File: src/rtl/ex_muldiv_pkg.sv
`default_nettype none
// ============================================================================
//  Module      : ex_muldiv_pkg
//  Description : Shared funct3 op codes, FSM state encoding, result-select
//                encoding and small decode helpers for the ex_muldiv unit.
//  Revision    : 1.0 - initial release
// ============================================================================
package ex_muldiv_pkg;

    // funct3 codes of the RV M-extension ops
    localparam logic [2:0] MULDIV_MUL    = 3'b000;
    localparam logic [2:0] MULDIV_MULH   = 3'b001;
    localparam logic [2:0] MULDIV_MULHSU = 3'b010;
    localparam logic [2:0] MULDIV_MULHU  = 3'b011;
    localparam logic [2:0] MULDIV_DIV    = 3'b100;
    localparam logic [2:0] MULDIV_DIVU   = 3'b101;
    localparam logic [2:0] MULDIV_REM    = 3'b110;
    localparam logic [2:0] MULDIV_REMU   = 3'b111;

    typedef enum logic [1:0] {
        ST_IDLE = 2'd0,
        ST_CALC = 2'd1,
        ST_DONE = 2'd2
    } muldiv_state_t;

    // Which part of the computed value becomes the result
    typedef enum logic [1:0] {
        SEL_LO  = 2'd0,
        SEL_HI  = 2'd1,
        SEL_QUO = 2'd2,
        SEL_REM = 2'd3
    } res_sel_t;

    // rs1 is treated as signed by MULH, MULHSU, DIV and REM
    function automatic logic op_a_signed(input logic [2:0] op);
        return (op == MULDIV_MULH) || (op == MULDIV_MULHSU) ||
               (op == MULDIV_DIV)  || (op == MULDIV_REM);
    endfunction

    // rs2 is treated as signed by MULH, DIV and REM
    function automatic logic op_b_signed(input logic [2:0] op);
        return (op == MULDIV_MULH) || (op == MULDIV_DIV) || (op == MULDIV_REM);
    endfunction

    function automatic res_sel_t op_to_sel(input logic [2:0] op);
        res_sel_t sel;
        if (op[2])
            sel = op[1] ? SEL_REM : SEL_QUO;
        else
            sel = (op == MULDIV_MUL) ? SEL_LO : SEL_HI;
        return sel;
    endfunction

endpackage
`default_nettype wire

File: src/rtl/ex_muldiv_datapath.sv
`default_nettype none
// ============================================================================
//  Module      : muldiv_datapath
//  Description : Working registers of the iterative multiplier/divider:
//                operand absolute value, one shift-add (multiply) or one
//                restoring shift-subtract (divide) step per cycle, and the
//                final sign correction / result selection.
//  Revision    : 1.0 - initial release
// ============================================================================
module muldiv_datapath
    import ex_muldiv_pkg::*;
#(
    parameter int XLEN = 64
)
(
    input  logic            clk,
    input  logic            rst,
    input  logic            i_load,
    input  logic            i_step,
    input  logic [2:0]      i_op,
    input  logic            i_word,
    input  logic            i_a_signed,
    input  logic            i_b_signed,
    input  logic [XLEN-1:0] i_opa,
    input  logic [XLEN-1:0] i_opb,
    output logic [XLEN-1:0] o_result
);

    logic                w_a_neg;
    logic                w_b_neg;
    logic [XLEN-1:0]     w_abs_a;
    logic [XLEN-1:0]     w_abs_b;
    logic [XLEN-1:0]     w_quo_init;
    logic [XLEN:0]       w_rem_sh;
    logic [XLEN+1:0]     w_sub;
    logic                w_fits;
    logic                w_unused_sub_msb;
    logic [2*XLEN-1:0]   w_acc_add;
    logic [2*XLEN-1:0]   w_prod;

    logic [2*XLEN-1:0]   r_acc;      // product accumulator
    logic [2*XLEN-1:0]   r_mcand;    // multiplicand, shifted left each step
    logic [XLEN-1:0]     r_opb;      // multiplier (shifted right) or divisor
    logic [XLEN-1:0]     r_rem;      // partial remainder
    logic [XLEN-1:0]     r_quo;      // dividend shifting out / quotient in
    logic                r_neg;      // final result must be negated
    logic                r_is_div;
    res_sel_t            r_sel;

    assign w_a_neg = i_a_signed & i_opa[XLEN-1];
    assign w_b_neg = i_b_signed & i_opb[XLEN-1];
    assign w_abs_a = w_a_neg ? -i_opa : i_opa;
    assign w_abs_b = w_b_neg ? -i_opb : i_opb;

    // Word divides run 32 steps, so the dividend starts MSB-aligned
    assign w_quo_init = i_word ? (w_abs_a << (XLEN - 32)) : w_abs_a;

    // Restoring divide: shift in next dividend bit, subtract if it fits
    assign w_rem_sh         = {r_rem, r_quo[XLEN-1]};
    assign w_sub            = {1'b0, w_rem_sh} - {2'b00, r_opb};
    assign w_fits           = ~w_sub[XLEN+1];
    assign w_unused_sub_msb = w_sub[XLEN];

    assign w_acc_add = r_opb[0] ? (r_acc + r_mcand) : r_acc;

    // Load operands on start, then advance one multiply or divide step per cycle
    always_ff @(posedge clk) begin
        if (rst) begin
            r_acc    <= '0;
            r_mcand  <= '0;
            r_opb    <= '0;
            r_rem    <= '0;
            r_quo    <= '0;
            r_neg    <= 1'b0;
            r_is_div <= 1'b0;
            r_sel    <= SEL_LO;
        end else if (i_load) begin
            r_acc    <= '0;
            r_mcand  <= {{XLEN{1'b0}}, w_abs_a};
            r_opb    <= w_abs_b;
            r_rem    <= '0;
            r_quo    <= w_quo_init;
            // Remainder follows the dividend sign; everything else the xor
            r_neg    <= (i_op[2] & i_op[1]) ? w_a_neg : (w_a_neg ^ w_b_neg);
            r_is_div <= i_op[2];
            r_sel    <= op_to_sel(i_op);
        end else if (i_step) begin
            if (r_is_div) begin
                if (w_fits) begin
                    r_rem <= w_sub[XLEN-1:0];
                    r_quo <= {r_quo[XLEN-2:0], 1'b1};
                end else begin
                    r_rem <= w_rem_sh[XLEN-1:0];
                    r_quo <= {r_quo[XLEN-2:0], 1'b0};
                end
            end else begin
                r_acc   <= w_acc_add;
                r_mcand <= {r_mcand[2*XLEN-2:0], 1'b0};
                r_opb   <= {1'b0, r_opb[XLEN-1:1]};
            end
        end
    end

    assign w_prod = r_neg ? -r_acc : r_acc;

    // Sign-correct and pick the requested part of the computed value
    always_comb begin
        o_result = '0;
        case (r_sel)
            SEL_LO:  o_result = w_prod[XLEN-1:0];
            SEL_HI:  o_result = w_prod[2*XLEN-1:XLEN];
            SEL_QUO: o_result = r_neg ? -r_quo : r_quo;
            SEL_REM: o_result = r_neg ? -r_rem : r_rem;
            default: o_result = '0;
        endcase
    end

endmodule
`default_nettype wire

File: src/rtl/ex_muldiv.sv
`default_nettype none
// ============================================================================
//  Module      : ex_muldiv
//  Description : Iterative RV M-extension multiply/divide unit for the EX
//                stage. Holds the pipeline via stallreq_o while computing and
//                strobes ready_o for one cycle with the result.
//                Optional feature macro: MULDIV_W_EN (32-bit *W variants).
//  Revision    : 1.0 - initial release
// ============================================================================
module ex_muldiv
    import ex_muldiv_pkg::*;
#(
    parameter int XLEN = 64
)
(
    input  logic            clk,
    input  logic            rst,
    input  logic            start_i,
    input  logic [2:0]      op_i,
    input  logic            word_i,
    input  logic [XLEN-1:0] rs1_i,
    input  logic [XLEN-1:0] rs2_i,
    input  logic            annul_i,
    output logic [XLEN-1:0] result_o,
    output logic            ready_o,
    output logic            stallreq_o
);

    localparam int              CNT_W      = $clog2(XLEN);
    localparam logic [CNT_W-1:0] CNT_LAST_X = CNT_W'(XLEN - 1);
    localparam logic [CNT_W-1:0] CNT_LAST_W = CNT_W'(31);

    muldiv_state_t    r_state;
    muldiv_state_t    w_state_nxt;
    logic [CNT_W-1:0] r_cnt;
    logic             r_word;
    logic             r_special;
    logic [XLEN-1:0]  r_special_val;
    logic [XLEN-1:0]  r_result;

    logic             w_word;
    logic             w_is_div;
    logic             w_a_signed;
    logic             w_b_signed;
    logic [XLEN-1:0]  w_opa;
    logic [XLEN-1:0]  w_opb;
    logic [XLEN-1:0]  w_int_min;
    logic             w_div_zero;
    logic             w_ovf;
    logic             w_special;
    logic [XLEN-1:0]  w_special_val;
    logic             w_accept;
    logic             w_load;
    logic [CNT_W-1:0] w_cnt_last;
    logic [XLEN-1:0]  w_dp_result;
    logic [XLEN-1:0]  w_raw;
    logic [XLEN-1:0]  w_final;

`ifdef MULDIV_W_EN
    // Only MUL and the divide/remainder ops have word forms
    assign w_word = word_i & (op_i[2] | (op_i == MULDIV_MUL));
`else
    logic w_unused_word;
    assign w_unused_word = word_i;
    assign w_word        = 1'b0;
`endif

    assign w_is_div   = op_i[2];
    assign w_a_signed = op_a_signed(op_i);
    assign w_b_signed = op_b_signed(op_i);

    // Word ops take the low 32 bits, extended according to signedness
    always_comb begin
        w_opa = rs1_i;
        w_opb = rs2_i;
        if (w_word) begin
            w_opa = {{(XLEN-32){w_a_signed & rs1_i[31]}}, rs1_i[31:0]};
            w_opb = {{(XLEN-32){w_b_signed & rs2_i[31]}}, rs2_i[31:0]};
        end
    end

    // Divide-by-zero and signed overflow bypass the iteration entirely
    assign w_int_min  = w_word ? {{(XLEN-31){1'b1}}, {31{1'b0}}}
                               : {1'b1, {(XLEN-1){1'b0}}};
    assign w_div_zero = w_is_div && (w_opb == '0);
    assign w_ovf      = w_is_div && !op_i[0] && (w_opa == w_int_min) && (w_opb == '1);
    assign w_special  = w_div_zero | w_ovf;

    // REM*: dividend on /0, zero on overflow; DIV*: all-ones on /0, dividend on overflow
    always_comb begin
        w_special_val = '0;
        if (op_i[1])
            w_special_val = w_div_zero ? w_opa : '0;
        else
            w_special_val = w_div_zero ? '1 : w_opa;
    end

    assign w_cnt_last = r_word ? CNT_LAST_W : CNT_LAST_X;

    // State register
    always_ff @(posedge clk) begin
        if (rst)
            r_state <= ST_IDLE;
        else
            r_state <= w_state_nxt;
    end

    // Next-state, stall request and datapath load decode
    always_comb begin
        w_state_nxt = r_state;
        stallreq_o  = 1'b0;
        w_accept    = 1'b0;
        w_load      = 1'b0;
        case (r_state)
            ST_IDLE: begin
                if (start_i && !annul_i) begin
                    stallreq_o  = 1'b1;
                    w_accept    = 1'b1;
                    w_load      = !w_special;
                    w_state_nxt = w_special ? ST_DONE : ST_CALC;
                end
            end
            ST_CALC: begin
                stallreq_o = 1'b1;
                if (r_cnt == w_cnt_last)
                    w_state_nxt = ST_DONE;
            end
            ST_DONE: w_state_nxt = ST_IDLE;
            default: w_state_nxt = ST_IDLE;
        endcase
        if (annul_i)
            w_state_nxt = ST_IDLE;
    end

    // Step counter, per-op flags and the held result
    always_ff @(posedge clk) begin
        if (rst) begin
            r_cnt         <= '0;
            r_word        <= 1'b0;
            r_special     <= 1'b0;
            r_special_val <= '0;
            r_result      <= '0;
        end else begin
            if (w_accept) begin
                r_cnt         <= '0;
                r_word        <= w_word;
                r_special     <= w_special;
                r_special_val <= w_special_val;
            end else if (r_state == ST_CALC) begin
                r_cnt <= r_cnt + CNT_W'(1);
            end
            if ((r_state == ST_DONE) && !annul_i)
                r_result <= w_final;
        end
    end

    muldiv_datapath #(
        .XLEN (XLEN)
    ) u_datapath (
        .clk        (clk),
        .rst        (rst),
        .i_load     (w_load),
        .i_step     (r_state == ST_CALC),
        .i_op       (op_i),
        .i_word     (w_word),
        .i_a_signed (w_a_signed),
        .i_b_signed (w_b_signed),
        .i_opa      (w_opa),
        .i_opb      (w_opb),
        .o_result   (w_dp_result)
    );

    assign w_raw   = r_special ? r_special_val : w_dp_result;
    assign w_final = r_word ? {{(XLEN-32){w_raw[31]}}, w_raw[31:0]} : w_raw;

    // Outputs decode from registered state only
    assign ready_o  = (r_state == ST_DONE);
    assign result_o = (r_state == ST_DONE) ? w_final : r_result;

endmodule
`default_nettype wire
File: config.mk
export PLATFORM = sky130hd
export DESIGN_NAME = ex_muldiv
export DESIGN_NICKNAME = d
export VERILOG_FILES = /design/src/rtl/ex_muldiv_pkg.sv /design/src/rtl/ex_muldiv_datapath.sv /design/src/rtl/ex_muldiv.sv
export SDC_FILE = /design/constraint.sdc
export NUM_CORES = 2
export LEC_CHECK = 0
export CELL_PAD_IN_SITES_DETAIL_PLACEMENT = 0
export CELL_PAD_IN_SITES_GLOBAL_PLACEMENT = 1
export CORE_MARGIN = 2
export CORE_UTILIZATION = 35
export DETAILED_ROUTE_END_ITERATION = 16
export GPL_TIMING_DRIVEN = 0
export PLACE_DENSITY_LB_ADDON = 0.1
export SLEW_MARGIN = 20
export SYNTH_ARGS = -nofsm -noshare
export SYNTH_HDL_FRONTEND = slang
export SYNTH_SLANG_ARGS = --single-unit
File: constraint.sdc
create_clock -name clk -period 5.3 [get_ports clk]
set_clock_uncertainty 0.1 [all_clocks]
set_input_delay 1.325 -clock clk [delete_from_list [all_inputs] [get_ports clk]]
set_output_delay 1.325 -clock clk [all_outputs]
set_load 0.02 [all_outputs]
==> insert_results.sql <==
INSERT INTO impl_metrics (metric_group, metric, value, unit) VALUES
('route', 'route.detailed.wl_per_inst', '31.6', 'um'),
('layout', 'final-instance-count-excl-fill', '8874', ''),
('clock_tree', 'cts_made_buffers', '75', ''),
('synth', 'post_synthesis_mean_instance_area', '7.09', 'um2'),
('route', 'remaining_drc_errors', '0', ''),
('worst_setup_path', 'worstPathRequired', '3.88', 'ns'),
('global_route', 'grt.total_usage', '0.394', ''),
('sta', 'fin_hold_ws', '0.360', 'ns'),
('sta', 'relSlewSlack', '0.0150', ''),
('clock_tree', 'worstSkewPairLatency', '0.72', 'ns'),
('floorplanning', 'core.rowCount', '134', ''),
('route', 'via_per_inst', '6.19', ''),
('worst_setup_path', 'critPathKind', 'flop to primary output', ''),
('synth', 'synth_enable_flop_cells', '0', ''),
('synth', 'synthDominantAreaCellType', 'dfxtp_1', ''),
('synth', 'synth_xor_area_frac', '0.0842', ''),
('clock_tree', 'clock_sink_count', '588', ''),
('power_and_ir_drop', 'irDropWorstVdd', '0.000230', 'V'),
('synth', 'synth-main-ff-cell', 'dfxtp_1', ''),
('placed_design', 'dp_worst_setup_slack', '-2.38', 'ns'),
('synth', 'synth_sequential_area_ratio', '0.251', ''),
('route', 'drt_iter0_drc', '5993', ''),
('status', 'violations_in_the_final_reports', 'negative setup slack', ''),
('placed_design', 'finalWeightedCongestion', '1.08', ''),
('floorplanning', 'dieArea', '137000', 'um2'),
('hold_path', 'path_category_of_the_worst_min_delay_check', 'flop to flop', ''),
('worst_setup_path', 'crit_arrival', '5.08', 'ns'),
('clock_tree', 'cts_root_buf', 'clkbuf_16', ''),
('synth', 'yosysUniqueCellTypes', '95', ''),
('synth', 'share_of_the_synthesized_area_in_compound_gates_ao_oa_aoi_oai', '0.284', ''),
('clock_tree', 'cts_tree', 'built', ''),
('synth', 'dominant_combinational_cell_family_by_area_after_synthesis', 'compound AO/OA/AOI/OAI gates', ''),
('worst_setup_path', 'worstSetupStartpointType', 'flop', ''),
('worst_setup_path', 'endpoint_kind', 'primary output', ''),
('sta', 'timing.final.crit_share', '1.23', ''),
('clock_tree', 'htree_num_levels', '3', ''),
('route', 'firstDrtPassIters', '6', ''),
('synth', 'ys_ff_latch', '588', ''),
('synth', 'synth.cell_area', '46900', 'um2'),
('worst_setup_path', 'path_cells', 'or4_1, or3_4, buf_8, nor3_4, buf_6, nand3_4, or3_4, or4_4, o41ai_4, xnor2_4, o311ai_4, o21a_1, o21ai_2, buf_6', ''),
('synth', 'synth.net_count', '6948', ''),
('global_route', 'grt_max_degree', '13', ''),
('status', 'status', 'finished, violations left', ''),
('sta', 'fin_ws', '-1.21', 'ns'),
('layout', 'final.fill_count', '13900', ''),
('placed_design', 'port_buffers', '197', ''),
('sta', 'fmax', '154', 'MHz'),
('layout', 'fin_nets', '7383', ''),
('placed_design', 'dp_hpwl', '225000', 'um'),
('synth', 'share_of_synthesized_area_spent_on_multiplexers', '0.0331', ''),
('clock_tree', 'cts.clk_slew.worst_paths', '0.06', 'ns'),
('power_and_ir_drop', 'pwr_density_cell', '226', 'nW/um2'),
('global_route', 'globalRouteOverflowTotal', '0', ''),
('synth', 'synthCells', '6612', ''),
('sta', 'setup_viol', '64', ''),
('worst_setup_path', 'slowest_stage', 'or4_1', ''),
('global_route', 'grt_pass1_wl', '388000', 'um'),
('global_route', 'antenna_found_initial', '13', ''),
('synth', 'synth_simple_gate_area_share', '0.227', ''),
('floorplanning', 'die_h', '370', 'um'),
('power_and_ir_drop', 'static-leakage-power', '22.2', 'nW'),
('layout', 'fraction_of_layout_instances_using_a_drive_strength_above_1', '0.145', ''),
('synth', 'async_flop_share', '0', ''),
('floorplanning', 'core', '133000', 'um2'),
('synth', 'netlist.area_leader.share', '0.251', ''),
('synth', 'synth_adder_area_share', '0.0673', ''),
('clock_tree', 'post_cts_hold_buffer_count', '0', ''),
('sta', 'rsz0062_at_grt', 'yes', ''),
('placed_design', 'place_inst', '8581', ''),
('job', 'maxCapViolations', '0', ''),
('floorplanning', 'floorplan.die.width', '370', 'um');
## cells in the mapped netlist (47+ instances only)
cell      count
ha_1        198
clkbuf_1    411
xor2_1      186
dfxtp_1     588
nor3_1      131
nand4_1     126
nor2_1      567
o31ai_1      72
a21oi_1     764
nand2_1     988
or4_1        49
a21o_1       90
inv_1       205
a211oi_1     49
maj3_1       64
a31oi_1      78
xnor2_1     265
nand3_1     120
mux2i_1     111
o21bai_1     52
a21boi_0    101
o21ai_0     559
or3_1        75
a311oi_1     67
nor4_1       76
o41ai_1      47
## layout by cell type (no fill, tap or decap), types with 100 or more instances in the layout
master / Yosys / routed
nor3_1: 131 / 105
nor2_1: 567 / 538
mux2i_1: 111 / 106
ha_1: 198 / 196
o21ai_0: 559 / 474
nand2_1: 988 / 967
clkdlybuf4s50_1: 0 / 132
buf_4: 0 / 135
inv_1: 205 / 203
a21boi_0: 101 / 100
xor2_1: 186 / 157
nand3_1: 120 / 104
xnor2_1: 265 / 236
dfxtp_1: 588 / 554
a21oi_1: 764 / 713
nand4_1: 126 / 126
clkbuf_1: 411 / 340
## worst paths after layout
kind                                       startpoint                     to  slack, ns  cells past startpoint
worst min register to register           r_result[62]           r_result[62]       0.36                      2
worst max-delay path             u_datapath.r_acc[17]           result_o[27]      -1.21                     14
worst min-delay path                     r_result[62]           r_result[62]       0.36                      2
worst max register to register  u_datapath.r_mcand[0]  u_datapath.r_acc[122]       0.17                     14
## layer usage
metal,global-route usage,share of wire,up-vias,routed length [um]
met3,0.0771,0.084,560,23700
met1,0.523,0.42,26900,118000
li1,-,-,24800,-
met5,0,0.000046,-,13
met2,0.584,0.42,2736,118000
met4,0.249,0.075,2,21100
## layout make-up
class                   count  area share
flip-flops and latches    588       0.199
clock inverters            26     0.00693
diodes                      5    0.000210
well taps                1768      0.0372
inverters                 207      0.0130
clock buffers             105      0.0371
repair buffers            372      0.0593
multi-input cells        5367       0.616
plain buffers             436      0.0309
## sequential cells by signal (all words and copies together), names as in the netlist
| name | count |
|---|---|
| r_state | 2 |
| r_special | 1 |
| u_datapath.r_opb | 64 |
| u_datapath.r_quo | 64 |
| r_result | 64 |
| r_cnt | 6 |
| u_datapath.r_neg | 1 |
| r_special_val | 64 |
| u_datapath.r_acc | 128 |
| u_datapath.r_mcand | 128 |
| u_datapath.r_rem | 64 |
| u_datapath.r_sel | 2 |
## cell families after synthesis
logic type	after synthesis
XOR/XNOR	451
flip-flops	588
multiplexers	138
adder cells (fa/ha/maj)	264
AO/OA/AOI/OAI	2176
buffers and inverters	657
AND/OR/NAND/NOR	2338
## power breakdown
group / leakage (nW) / internal, W / total [W] / switching, W
Combinational: 16.2 / 0.00103 / 0.00306 / 0.00203
Clock: 1.27 / 0.00327 / 0.00556 / 0.00229
Sequential: 4.80 / 0.00456 / 0.00484 / 0.000277
Total: 22.2 / 0.00886 / 0.0135 / 0.00460
## critical path, delay by kind of cell (launching register included)
family          cells  cell delay [ns]
xor+xnor            1             0.18
compound gates      4             1.17
simple gates        6             2.16
flops               1             0.37
buf+inv             3             0.46
## per-stage QoR
stage | total power [W] | instance area, um2
CTS | 0.0133 | 57800
global route | 0.0138 | 59500
finish | 0.0135 | 59500
detailed placement | 0.00745 | 51200
global placement | 0.00745 | 51100
floorplan | 0.00620 | 46900
## repair_timing
action | in CTS | in global routing
pin swaps | 186 | 184
hold endpoints to repair | 0 | 0
buffers inserted | 107 | 72
setup endpoints to repair | 532 | 383
resized for setup | 1034 | 310
No activity file was read; power rests on OpenSTA's default activity.
